==> src/rtl/alu_sched_pkg.sv <==
// Shared types and constants for the round-robin ALU scheduler.
// Opcode values are listed for reference; the scheduler forwards them without decoding.
package alu_sched_pkg;

  localparam int DATA_W_DEF = 8;
  localparam int OPC_W_DEF  = 4;
  localparam int TAG_W_DEF  = 2;

  typedef enum logic [1:0] {
    IDLE = 2'd0,
    EXEC = 2'd1,
    RESP = 2'd2
  } sched_state_e;

  localparam logic [3:0] OP_XFER  = 4'd0;
  localparam logic [3:0] OP_ADD   = 4'd1;
  localparam logic [3:0] OP_ADC   = 4'd2;
  localparam logic [3:0] OP_SUB   = 4'd3;
  localparam logic [3:0] OP_SBB   = 4'd4;
  localparam logic [3:0] OP_NOT   = 4'd5;
  localparam logic [3:0] OP_AND   = 4'd6;
  localparam logic [3:0] OP_OR    = 4'd7;
  localparam logic [3:0] OP_XOR   = 4'd8;
  localparam logic [3:0] OP_NAND  = 4'd9;
  localparam logic [3:0] OP_NOR   = 4'd10;
  localparam logic [3:0] OP_XNOR  = 4'd11;
  localparam logic [3:0] OP_CMPEQ = 4'd12;
  localparam logic [3:0] OP_CMPLT = 4'd13;
  localparam logic [3:0] OP_CMPGT = 4'd14;
  localparam logic [3:0] OP_INC   = 4'd15;

endpackage

==> src/rtl/alu_rr_scheduler_rr_arb2.sv <==
// Two-input round-robin arbiter: on contention the requester that did not win last time is chosen.
module rr_arb2 (
  input  logic valid0,
  input  logic valid1,
  input  logic last_grant,
  output logic grant_valid,
  output logic grant_id
);

  always_comb begin
    grant_valid = valid0 | valid1;
    grant_id    = 1'b0;
    if (valid0 && valid1) begin
      grant_id = ~last_grant;
    end else if (valid1) begin
      grant_id = 1'b1;
    end
  end

endmodule

==> src/rtl/alu_rr_scheduler.sv <==
// Shares one combinational ALU between two requesters with round-robin arbitration.
// Optional per-requester grant counters are enabled with `define ALU_SCHED_PERF_EN.
module alu_rr_scheduler
  import alu_sched_pkg::*;
#(
  parameter int DATA_W = DATA_W_DEF,
  parameter int OPC_W  = OPC_W_DEF,
  parameter int TAG_W  = TAG_W_DEF
) (
  input  logic              clk,
  input  logic              rst,
  input  logic              req0_valid,
  output logic              req0_ready,
  input  logic [OPC_W-1:0]  req0_opcode,
  input  logic [DATA_W-1:0] req0_a,
  input  logic [DATA_W-1:0] req0_b,
  input  logic [TAG_W-1:0]  req0_tag,
  input  logic              req1_valid,
  output logic              req1_ready,
  input  logic [OPC_W-1:0]  req1_opcode,
  input  logic [DATA_W-1:0] req1_a,
  input  logic [DATA_W-1:0] req1_b,
  input  logic [TAG_W-1:0]  req1_tag,
  output logic [OPC_W-1:0]  alu_opcode,
  output logic [DATA_W-1:0] alu_a,
  output logic [DATA_W-1:0] alu_b,
  input  logic [DATA_W-1:0] alu_result,
  input  logic              alu_cout,
  input  logic              alu_of,
  output logic              rsp_valid,
  input  logic              rsp_ready,
  output logic              rsp_id,
  output logic [TAG_W-1:0]  rsp_tag,
  output logic [DATA_W-1:0] rsp_result,
  output logic              rsp_cout,
  output logic              rsp_of
`ifdef ALU_SCHED_PERF_EN
  ,
  output logic [15:0]       grant_cnt0,
  output logic [15:0]       grant_cnt1
`endif
);

  sched_state_e      state_q, state_d;
  logic              last_grant_q, last_grant_d;
  logic [OPC_W-1:0]  alu_opcode_q, alu_opcode_d;
  logic [DATA_W-1:0] alu_a_q, alu_a_d;
  logic [DATA_W-1:0] alu_b_q, alu_b_d;
  logic              id_q, id_d;
  logic [TAG_W-1:0]  tag_q, tag_d;
  logic              rsp_valid_q, rsp_valid_d;
  logic              rsp_id_q, rsp_id_d;
  logic [TAG_W-1:0]  rsp_tag_q, rsp_tag_d;
  logic [DATA_W-1:0] rsp_result_q, rsp_result_d;
  logic              rsp_cout_q, rsp_cout_d;
  logic              rsp_of_q, rsp_of_d;
  logic              grant_valid;
  logic              grant_id;

  rr_arb2 u_arb (
    .valid0      (req0_valid),
    .valid1      (req1_valid),
    .last_grant  (last_grant_q),
    .grant_valid (grant_valid),
    .grant_id    (grant_id)
  );

  always_comb begin
    state_d      = state_q;
    last_grant_d = last_grant_q;
    alu_opcode_d = alu_opcode_q;
    alu_a_d      = alu_a_q;
    alu_b_d      = alu_b_q;
    id_d         = id_q;
    tag_d        = tag_q;
    rsp_valid_d  = rsp_valid_q;
    rsp_id_d     = rsp_id_q;
    rsp_tag_d    = rsp_tag_q;
    rsp_result_d = rsp_result_q;
    rsp_cout_d   = rsp_cout_q;
    rsp_of_d     = rsp_of_q;
    req0_ready   = 1'b0;
    req1_ready   = 1'b0;

    case (state_q)
      IDLE: begin
        req0_ready = grant_valid && !grant_id;
        req1_ready = grant_valid && grant_id;
        if (grant_valid) begin
          state_d      = EXEC;
          last_grant_d = grant_id;
          id_d         = grant_id;
          alu_opcode_d = grant_id ? req1_opcode : req0_opcode;
          alu_a_d      = grant_id ? req1_a      : req0_a;
          alu_b_d      = grant_id ? req1_b      : req0_b;
          tag_d        = grant_id ? req1_tag    : req0_tag;
        end
      end
      // The ALU has had a full cycle to settle on the registered operands.
      EXEC: begin
        rsp_valid_d  = 1'b1;
        rsp_id_d     = id_q;
        rsp_tag_d    = tag_q;
        rsp_result_d = alu_result;
        rsp_cout_d   = alu_cout;
        rsp_of_d     = alu_of;
        state_d      = RESP;
      end
      RESP: begin
        if (rsp_ready) begin
          rsp_valid_d = 1'b0;
          state_d     = IDLE;
        end
      end
      default: state_d = IDLE;
    endcase
  end

  always_ff @(posedge clk) begin
    if (rst) begin
      state_q      <= IDLE;
      last_grant_q <= 1'b1;
      alu_opcode_q <= '0;
      alu_a_q      <= '0;
      alu_b_q      <= '0;
      id_q         <= 1'b0;
      tag_q        <= '0;
      rsp_valid_q  <= 1'b0;
      rsp_id_q     <= 1'b0;
      rsp_tag_q    <= '0;
      rsp_result_q <= '0;
      rsp_cout_q   <= 1'b0;
      rsp_of_q     <= 1'b0;
    end else begin
      state_q      <= state_d;
      last_grant_q <= last_grant_d;
      alu_opcode_q <= alu_opcode_d;
      alu_a_q      <= alu_a_d;
      alu_b_q      <= alu_b_d;
      id_q         <= id_d;
      tag_q        <= tag_d;
      rsp_valid_q  <= rsp_valid_d;
      rsp_id_q     <= rsp_id_d;
      rsp_tag_q    <= rsp_tag_d;
      rsp_result_q <= rsp_result_d;
      rsp_cout_q   <= rsp_cout_d;
      rsp_of_q     <= rsp_of_d;
    end
  end

  assign alu_opcode = alu_opcode_q;
  assign alu_a      = alu_a_q;
  assign alu_b      = alu_b_q;
  assign rsp_valid  = rsp_valid_q;
  assign rsp_id     = rsp_id_q;
  assign rsp_tag    = rsp_tag_q;
  assign rsp_result = rsp_result_q;
  assign rsp_cout   = rsp_cout_q;
  assign rsp_of     = rsp_of_q;

`ifdef ALU_SCHED_PERF_EN
  logic [15:0] grant_cnt0_q, grant_cnt0_d;
  logic [15:0] grant_cnt1_q, grant_cnt1_d;

  // Counters stick at all-ones rather than wrapping.
  always_comb begin
    grant_cnt0_d = grant_cnt0_q;
    grant_cnt1_d = grant_cnt1_q;
    if (req0_ready && grant_cnt0_q != 16'hFFFF) grant_cnt0_d = grant_cnt0_q + 16'd1;
    if (req1_ready && grant_cnt1_q != 16'hFFFF) grant_cnt1_d = grant_cnt1_q + 16'd1;
  end

  always_ff @(posedge clk) begin
    if (rst) begin
      grant_cnt0_q <= 16'd0;
      grant_cnt1_q <= 16'd0;
    end else begin
      grant_cnt0_q <= grant_cnt0_d;
      grant_cnt1_q <= grant_cnt1_d;
    end
  end

  assign grant_cnt0 = grant_cnt0_q;
  assign grant_cnt1 = grant_cnt1_q;
`endif

endmodule

==> config.mk <==
export PLATFORM = sky130hd
export DESIGN_NAME = alu_rr_scheduler
export DESIGN_NICKNAME = d
export VERILOG_FILES = /design/src/rtl/alu_sched_pkg.sv /design/src/rtl/alu_rr_scheduler_rr_arb2.sv /design/src/rtl/alu_rr_scheduler.sv
export SDC_FILE = /design/constraint.sdc
export NUM_CORES = 1
export LEC_CHECK = 0
export CAP_MARGIN = 25
export CORE_MARGIN = 2
export CORE_UTILIZATION = 58
export CTS_BUF_LIST = sky130_fd_sc_hd__clkbuf_4
export DETAILED_ROUTE_END_ITERATION = 10
export DONT_BUFFER_PORTS = 1
export PLACE_DENSITY_LB_ADDON = 0.3
export RECOVER_POWER = 50
export SETUP_SLACK_MARGIN = 0.4
export SYNTH_ARGS = -nofsm -noshare
export SYNTH_HDL_FRONTEND = slang
export SYNTH_HIERARCHICAL = 1
export SYNTH_SLANG_ARGS = --single-unit
==> constraint.sdc <==
create_clock -name clk -period 1.3 [get_ports clk]
set_input_delay 0.13 -clock clk [delete_from_list [all_inputs] [get_ports clk]]
set_output_delay 0.13 -clock clk [all_outputs]
set_load 0.01 [all_outputs]
==> results of run 1 <==
## repair_timing
item	in CTS
hold endpoints to repair	40
setup buffers	20
setup endpoints to repair	42
pin swaps	13
gates cloned	8
resized for setup	69
## cell families after synthesis
kind of cell    share of synthesized area (%)
buf+inv                                  4.89
compound gates                           20.0
mux                                      12.8
simple gates                             15.5
flops                                    46.7
## through the flow
| stage | area, um2 | TNS (ns) | setup slack [ns] | utilization [%] |
|---|---|---|---|---|
| CTS | 2390 | -0.207 | -0.0941 | 86.0 |
| detailed placement | 1740 | 0 | 0.0771 | 62.7 |
| global placement | 1740 | 0 | 0.111 | 62.7 |
| floorplan | 1750 | 0 | 0.140 | - |
==> results.tsv, run 1 <==
metric	value	unit
status	did not finish	
stop_stage	global routing (5_1_grt)	
error	[ERROR DPL-0033] detailed placement checks failed during check placement.	
synth_edf_count	0	
synth.top_cell.area_share	46.7	%
numPlacedInstances	199	
postSynthNetCount	236	
cts.sinks	40	
rows	19	
die_y	58.4	um
h-tree-depth	2	
io_pins	95	
hpwl	2490	um
die_w	58.4	um
portBuffers	0	
synthTopCellsByArea	dfxtp_1 (47%), mux2i_1 (13%), a211oi_2 (12%)	
synth_cell_types	20	
ys_seq_area_share	46.7	%
cts_buffers	5	
crit_endpoint	req0_ready	
ys_ff_latch	40	
synth_most_common_cell	dfxtp_1	
netlist_top_cells_count	dfxtp_1 (40), nand2_1 (29), nor2_1 (25)	
yosysWarnings	6	
antenna_found_initial	0	
synth.avg_cell_area	9.68	um2
ys_async_sr_fraction	0	%
place.gp.congestion	0.643	
yosysTopAreaCell	dfxtp_1	
synthesis.area	1710	um2
grt_max_degree	41	
synth_ff_type	dfxtp_1	
worst-ep-kind	output port	
clockBufferDepth	2	
postSynthCellCount	177	
clk_root_buffer_cell	clkbuf_4	
start_util	61.6	%
==> run 2: changes to the inputs <==
Settings changed: CORE_UTILIZATION 58 to 40, CTS_BUF_LIST sky130_fd_sc_hd__clkbuf_4 to not set, PLACE_DENSITY_LB_ADDON 0.3 to 0.15, SETUP_SLACK_MARGIN 0.4 to not set.
Clock period 1.3 ns to 1.7 ns, I/O delays scaled along.
==> run 2 against run 1 <==
  * The flow now finishes without violations
  * Area after synthesis is the same
  * Synthesized cell count is the same
==> results.tsv, run 2 <==
metric	value	unit
path_class	reg -> out	
ir_worst_vdd	530	uV
min_from	alu_cout	
rsz0062_at_grt	no	
max_slew.worst_pin.slew	0.539	ns
synth.avg_cell_area	9.68	um2
die_y	69.5	um
dr.pass1.iters	4	
ys_ff_latch	40	
cts.sinks	40	
grt_max_degree	46	
tns	0	ns
min_period_over_period	92.5	%
clockBufferDepth	2	
cp-start-kind	register	
antenna_left	0	
die_area	4820	um2
r2r_setup_slack	0.44	ns
area_growth	10.8	%
timing.fmax	636	MHz
route.detailed.drc	0	
overflow	0	
grt_pass1_vias	1256	
dpl_worst_slack	0.431	ns
portBuffers	0	
io_pins	95	
grt_usage	14.9	%
post_cts_resized	0	
nets	235	
rr_worst_depth	4	
rows	23	
routedWlPerCell	15.4	um
drv_slew	0	
finalSetupViolCount	0	
clock_skew	0.00212	ns
drtIter0Drc	44	
final_common_cell	dfxtp_1	
hold_viol	0	
critPathMaxStageDelay	0.53	ns
yosysWarnings	6	
total_power	2.32	mW
antenna_found_initial	0	
drive_gt1_share	18.6	%
cp.depth	2	
hold_path_end	rsp_cout	
grt_pass1_wl	5730	um
ys_async_sr_fraction	0	%
die_w	69.5	um
cts_tree	done	
cp_data_arrival_time	1.40	ns
hpwl	2480	um
postSynthNetCount	236	
powerDensity	1220	nW/um2
worstSetupEndpointType	output pin	
synthTopCellsByArea	dfxtp_1 (47%), mux2i_1 (13%), a211oi_2 (12%)	
worstHoldPathCells	2	
cp_cell_sequence	or3b_2 -> nor2_1	
timing.rr.start	state_q[1]	
synth_ff_type	dfxtp_1	
cp_top_family	simple AND/OR/NAND/NOR gates	
cp_num_buf_inv	0	
clk_latency	0.28	ns
viasPerCell	5.37	
synth_cell_types	20	
clk_root_buffer_cell	clkbuf_8	
cp_slowest_cell	or3b_2	
netlist_top_cells_count	dfxtp_1 (40), nand2_1 (29), nor2_1 (25)	
yosysTopAreaCell	dfxtp_1	
crit_required	1.53	ns
r2r_end	alu_b[2]	
cts.clk_slew.worst_paths	0.07	ns
dr_total_vias	1219	
post_cts_buffers	0	
layout_common_cells	dfxtp_1 (40), nand2_1 (29), nor2_1 (25), mux2i_1 (22), a211oi_2 (17)	
place.gp.congestion	0.728	
cp_max_fo	6	
h-tree-depth	2	
p_leak	0.707	nW
synth_edf_count	0	
status	finished, final reports clean	
hp-class	in -> reg	
synth.top_cell.area_share	46.7	%
routed_wl	3490	um
worst_slack	0.128	ns
ys_seq_area_share	46.7	%
drv_cap	0	
postSynthCellCount	177	
start_util	42.2	%
fp.coreArea	4060	um2
synth_most_common_cell	dfxtp_1	
slew-limit-headroom	64.1	%
synthesis.area	1710	um2
cts_buffers	5	
min_period	1.57	ns
antenna_cells	0	
run 2: worst max-delay path by stage:
stage,from,end,slack [ns]
2_1_floorplan,last_grant_q,alu_a[6],0.41
3_3_place_gp,state_q[1],req0_ready,0.45
3_5_place_dp,state_q[1],req1_ready,0.43
4_1_cts,state_q[1],req1_ready,0.11
5_1_grt,state_q[1],req1_ready,0.04
6_report,state_q[1],req0_ready,0.13
run 2: power by group:
| part | leakage, nW | switching [mW] | internal, mW |
|---|---|---|---|
| combinational | 0.312 | 0.200 | 0.151 |
| clock | 0.0645 | 0.311 | 0.518 |
| sequential | 0.330 | 0.103 | 1.03 |
run 2: repair_timing:
action | in CTS | in global routing
endpoints found under the hold margin | 40 | 1
setup endpoints to repair | 0 | 0
hold buffers | 1 | 1
run 2: layout make-up:
type / count / area, um2
clock buffer: 7 / 96.3
clock inverter: 1 / 30.0
fill: 388 / 2160
inverter: 1 / 3.75
multi-input combinational: 123 / 841
sequential: 40 / 801
tap: 50 / 62.6
timing repair buffer: 5 / 65.1
run 2: cells by family (layout without fill, tap and decap cells):
| kind of cell | count (synthesis) | after routing | share of synthesized area [%] |
|---|---|---|---|
| buf+inv | 14 | 14 | 4.89 |
| mux | 22 | 22 | 12.8 |
| flops | 40 | 40 | 46.7 |
| compound gates | 40 | 40 | 20.0 |
| simple gates | 61 | 61 | 15.5 |
run 2: per-stage QoR:
stage | hold slack (ns) | utilization [%] | area [um2] | std cells
after floorplan | 0.306 | - | 1710 | 177
after global placement | 0.241 | 43.0 | 1740 | 217
after detailed placement | 0.242 | 43.0 | 1740 | 217
after CTS | 0.000612 | 46.6 | 1890 | 226
after global routing | 0.000641 | 46.8 | 1900 | 227
final | 0.0120 | 46.8 | 1900 | 227
run 2: metal layers:
layer  track usage (%)  vias up  wire length [um]
met5                 0        -                 0
li1                  -      609                 -
met3              6.83        4               290
met4              5.45        0                42
met1              14.7      550              1370
met2              27.0       56              1790
Power figures use the tool's default switching activity.
==> run 3: changes to the inputs <==
Settings changed: CTS_BUF_LIST set to sky130_fd_sc_hd__clkbuf_16.
==> run 3 against run 2 <==
  * Utilization up 0.65 points
  * Cell count decreased by 0.44%
  * Die area unchanged
  * Register-to-register slack about the same
  * Flip-flop and latch count unchanged
  * Global-route usage is the same
  * Fmax grew 0.18%
  * Combinational power barely moved
==> results.tsv, run 3 (same netlist as run 2, synthesis figures left out) <==
metric	value	unit
io_pins	95	
min_from	alu_cout	
cts_tree	done	
total_power	2.50	mW
drive_gt1_share	17.6	%
cts_buffers	5	
drv_cap	0	
r2r_setup_slack	0.45	ns
cp-start-kind	register	
final_common_cell	dfxtp_1	
path_class	reg -> out	
clk_root_buffer_cell	clkbuf_16	
finalSetupViolCount	0	
antenna_cells	0	
h-tree-depth	2	
p_int	1.86	mW
die_y	69.5	um
routed_wl	3510	um
power_frac_seq	45.5	%
overflow	0	
die_w	69.5	um
route.detailed.drc	0	
tns	0	ns
nets	234	
min_period	1.57	ns
cts.clk_slew.worst_paths	0.05	ns
place.gp.congestion	0.728	
hold_path_end	rsp_cout	
clk_latency	0.27	ns
post_cts_resized	0	
status	finished, final reports clean	
min_period_over_period	92.3	%
timing.fmax	637	MHz
antenna_found_initial	0	
hpwl	2480	um
dr.pass1.iters	4	
netSwitchingFraction	25.5	%
fp.coreArea	4060	um2
final_cells	226	
dpl_worst_slack	0.431	ns
powerDensity	1300	nW/um2
clockBufferDepth	2	
cp_max_fo	6	
p_switching	0.639	mW
r2r_end	alu_b[2]	
grt_pass1_vias	1272	
cp_data_arrival_time	1.40	ns
grt_max_degree	46	
clock_skew	0.00359	ns
die_area	4820	um2
p_leak	0.717	nW
worstHoldPathCells	2	
crit_required	1.53	ns
rows	23	
slew-limit-headroom	64.4	%
hp-class	in -> reg	
hold_viol	0	
drv_slew	0	
grt_usage	14.9	%
numPlacedInstances	217	
dr_total_vias	1222	
rr_worst_depth	4	
rsz0062_at_grt	no	
timing.rr.start	state_q[1]	
layout_common_cells	dfxtp_1 (40), nand2_1 (29), nor2_1 (25), mux2i_1 (22), a211oi_2 (17)	
viasPerCell	5.41	
worst_slack	0.131	ns
clkPwrFrac	40.6	%
cts.sinks	40	
area_growth	12.3	%
ir_worst_vdd	569	uV
antenna_left	0	
fin_hold_ws	0.0265	ns
routedWlPerCell	15.5	um
worstSetupEndpointType	output pin	
drtIter0Drc	32	
critPathLaunch	state_q[1]	
pwr-share-comb	14.0	%
max_slew.worst_pin.slew	0.534	ns
portBuffers	0	
start_util	42.2	%
grt_pass1_wl	5750	um
## run 3: cell types whose count changed in the layout (fill, tap and decap cells not counted)
cell	change
clkbuf_16	+5
dlygate4sd3_1	-1
clkbuf_8	-7
clkinv_1	+2
## run 3: stage by stage
step,util [%],area (um2)
after floorplan,-,1710
after global placement,43.0,1740
after detailed placement,43.0,1740
after CTS,47.5,1930
after global routing,47.5,1930
final,47.5,1930
## run 3: power by group through the flow
stage / clock, mW / combinational (mW) / sequential, mW
detailed placement: 0 / 0.333 / 1.16
global placement: 0 / 0.318 / 1.16
global route: 1.10 / 0.388 / 1.15
floorplan: 0 / 0.312 / 1.14
finish: 1.02 / 0.350 / 1.14
CTS: 1.05 / 0.356 / 1.14
## run 3: area by class of cell
| class | count | area (um2) |
|---|---|---|
| Sequential cell | 40 | 801 |
| Tap cell | 50 | 62.6 |
| Multi-Input combinational cell | 123 | 841 |
| Clock inverter | 3 | 37.5 |
| Fill cell | 380 | 2130 |
| Inverter | 1 | 3.75 |
| Clock buffer | 5 | 125 |
| Timing Repair Buffer | 4 | 55.1 |
## run 3: worst max-delay path, stage by stage, from the launching register on
cell and delay, ns:
dfxtp_1 0.36, or3b_2 0.53, nor2_1 0.24
## run 3: metal layers
layer  vias to the layer above  global-route usage [%]  wire length, um
met5                         -                       0                0
met4                         0                    6.10               42
met3                         4                    6.98              272
met2                        51                    26.6             1790
met1                       559                    14.7             1410
li1                        608                       -                -
## run 3: worst max path at each step
stage | to | slack [ns]
finish | req0_ready | 0.13
global route | req1_ready | 0.07
detailed placement | req1_ready | 0.43
floorplan | alu_a[6] | 0.41
CTS | req0_ready | 0.11
global placement | req0_ready | 0.45
## run 3: timing repair
item	CTS	global route
hold buffers	1	0
setup buffers	0	0
hold endpoints to repair	40	0
setup endpoints to repair	0	0
==> run 4: changes to the inputs <==
Settings changed: REMOVE_ABC_BUFFERS set to 1.
==> run 4 against run 3 <==
  * Global-route usage decreased by 0.37 points
  * Utilization is 0.28 points lower
  * Total power shrank 6.6%
  * Largest cell class unchanged
  * Critical endpoint is now req1_ready
==> results.tsv, run 4 (same netlist as run 2, synthesis figures left out) <==
metric	value	unit
io_pins	95	
clk_latency	0.27	ns
place.gp.congestion	0.731	
grt_use_met1	15.4	%
routedWlPerCell	15.1	um
ir_worst_vdd	480	uV
dr.pass1.iters	3	
worstSetupEndpointType	output pin	
total_power	2.34	mW
fp.coreArea	4060	um2
cts.sinks	40	
dpl_worst_slack	0.421	ns
use_met3	6.10	%
cts.clk_slew.worst_paths	0.05	ns
portBuffers	0	
fillers	385	
seqCellArea	801	um2
layout_common_cells	dfxtp_1 (40), nand2_1 (29), nor2_1 (25), mux2i_1 (22), a211oi_2 (17)	
cp_top_family	simple AND/OR/NAND/NOR gates	
timing.rr.start	state_q[1]	
status	finished, final reports clean	
r2r_setup_slack	0.45	ns
drv_cap	0	
antenna_left	0	
drv_slew	0	
post_cts_resized	0	
p_leak	0.715	nW
timing.fmax	644	MHz
die_w	69.5	um
nets	234	
cp_num_buf_inv	2	
die_area	4820	um2
rsz0062_at_grt	no	
clockBufferDepth	2	
cp_cell_sequence	nor3b_4 -> buf_12 -> nand2_1 -> inv_1	
routed_wl	3400	um
met2_usage	25.4	%
fin_hold_ws	0.0315	ns
cts_tree	done	
path_class	reg -> out	
slew-limit-headroom	66.0	%
min_period_over_period	91.3	%
grt_busiest_layer	met2	
max_slew.worst_pin.slew	0.509	ns
clk_root_buffer_cell	clkbuf_16	
critPathMaxStageDelay	0.36	ns
antenna_cells	0	
viasPerCell	5.34	
die_y	69.5	um
cp-start-kind	register	
drive_gt1_share	16.5	%
hold_viol	0	
design_area	1910	um2
cts_buffers	5	
cp_slowest_cell	dfxtp_1	
final_common_cell	dfxtp_1	
antenna_found_initial	0	
rows	23	
grt_max_degree	46	
critPathLaunch	state_q[1]	
grt_pass1_wl	5620	um
finalSetupViolCount	0	
start_util	42.2	%
cp_data_arrival_time	1.38	ns
hpwl	2430	um
area_growth	11.7	%
drtIter0Drc	28	
h-tree-depth	2	
route.detailed.drc	0	
grt_usage	14.5	%
min_period	1.55	ns
postPlaceCellArea	1750	um2
cp_max_fo	45	
min_from	alu_result[0]	
clock_skew	0.00250	ns
grt_pass1_vias	1262	
dr_total_vias	1207	
worst_slack	0.148	ns
multi_input_area	841	um2
hp-class	in -> reg	
crit_required	1.53	ns
tns	0	ns
powerDensity	1220	nW/um2
post_cts_buffers	0	
overflow	0	
==> run 4: changes by cell type in the layout (fill, tap and decap cells not counted), sizes merged <==
cell | before | now
bufinv | 1 | 0
dlygate4sd3 | 0 | 1
inv | 1 | 3
buf | 4 | 3
clkinv | 2 | 1
==> run 4: worst paths after layout <==
check                                      to  cells past startpoint
worst min-delay path            rsp_result[0]                      2
worst min register to register     rsp_tag[1]                      2
worst max-delay path               req1_ready                      4
worst max register to register       alu_a[4]                      4
==> run 4: metrics by stage <==
stage / cells / utilization (%)
2_1_floorplan: 164 / -
3_3_place_gp: 216 / 43.1
3_5_place_dp: 216 / 43.1
4_1_cts: 226 / 47.2
5_1_grt: 226 / 47.2
6_report: 226 / 47.2
==> run 4: final cells by class <==
cell class | count | area share (%)
flip-flops and latches | 40 | 41.8
clock inverters | 3 | 0.588
clock buffers | 5 | 6.54
repair buffers | 4 | 3.66
well taps | 50 | 3.27
multi-input cells | 123 | 43.9
inverters | 1 | 0.196
==> run 4: metal layers <==
| layer | share of wire [%] | wire length, um | vias up |
|---|---|---|---|
| met5 | 0 | 0 | - |
| met4 | 0.82 | 28 | 0 |
| met3 | 9.4 | 320 | 4 |
| met2 | 50 | 1720 | 49 |
| met1 | 39 | 1340 | 545 |
| li1 | - | - | 609 |
==> run 4: power by group <==
part,switching (mW),internal [mW]
logic,0.199,0.153
registers,0.104,1.03
clock network,0.320,0.526
total,0.623,1.71
==> run 4: timing repair <==
item / 4_1_cts / 5_1_grt
endpoints found under the hold margin: 39 / 0
setup endpoints to repair: 0 / 0
hold buffers: 2 / 0
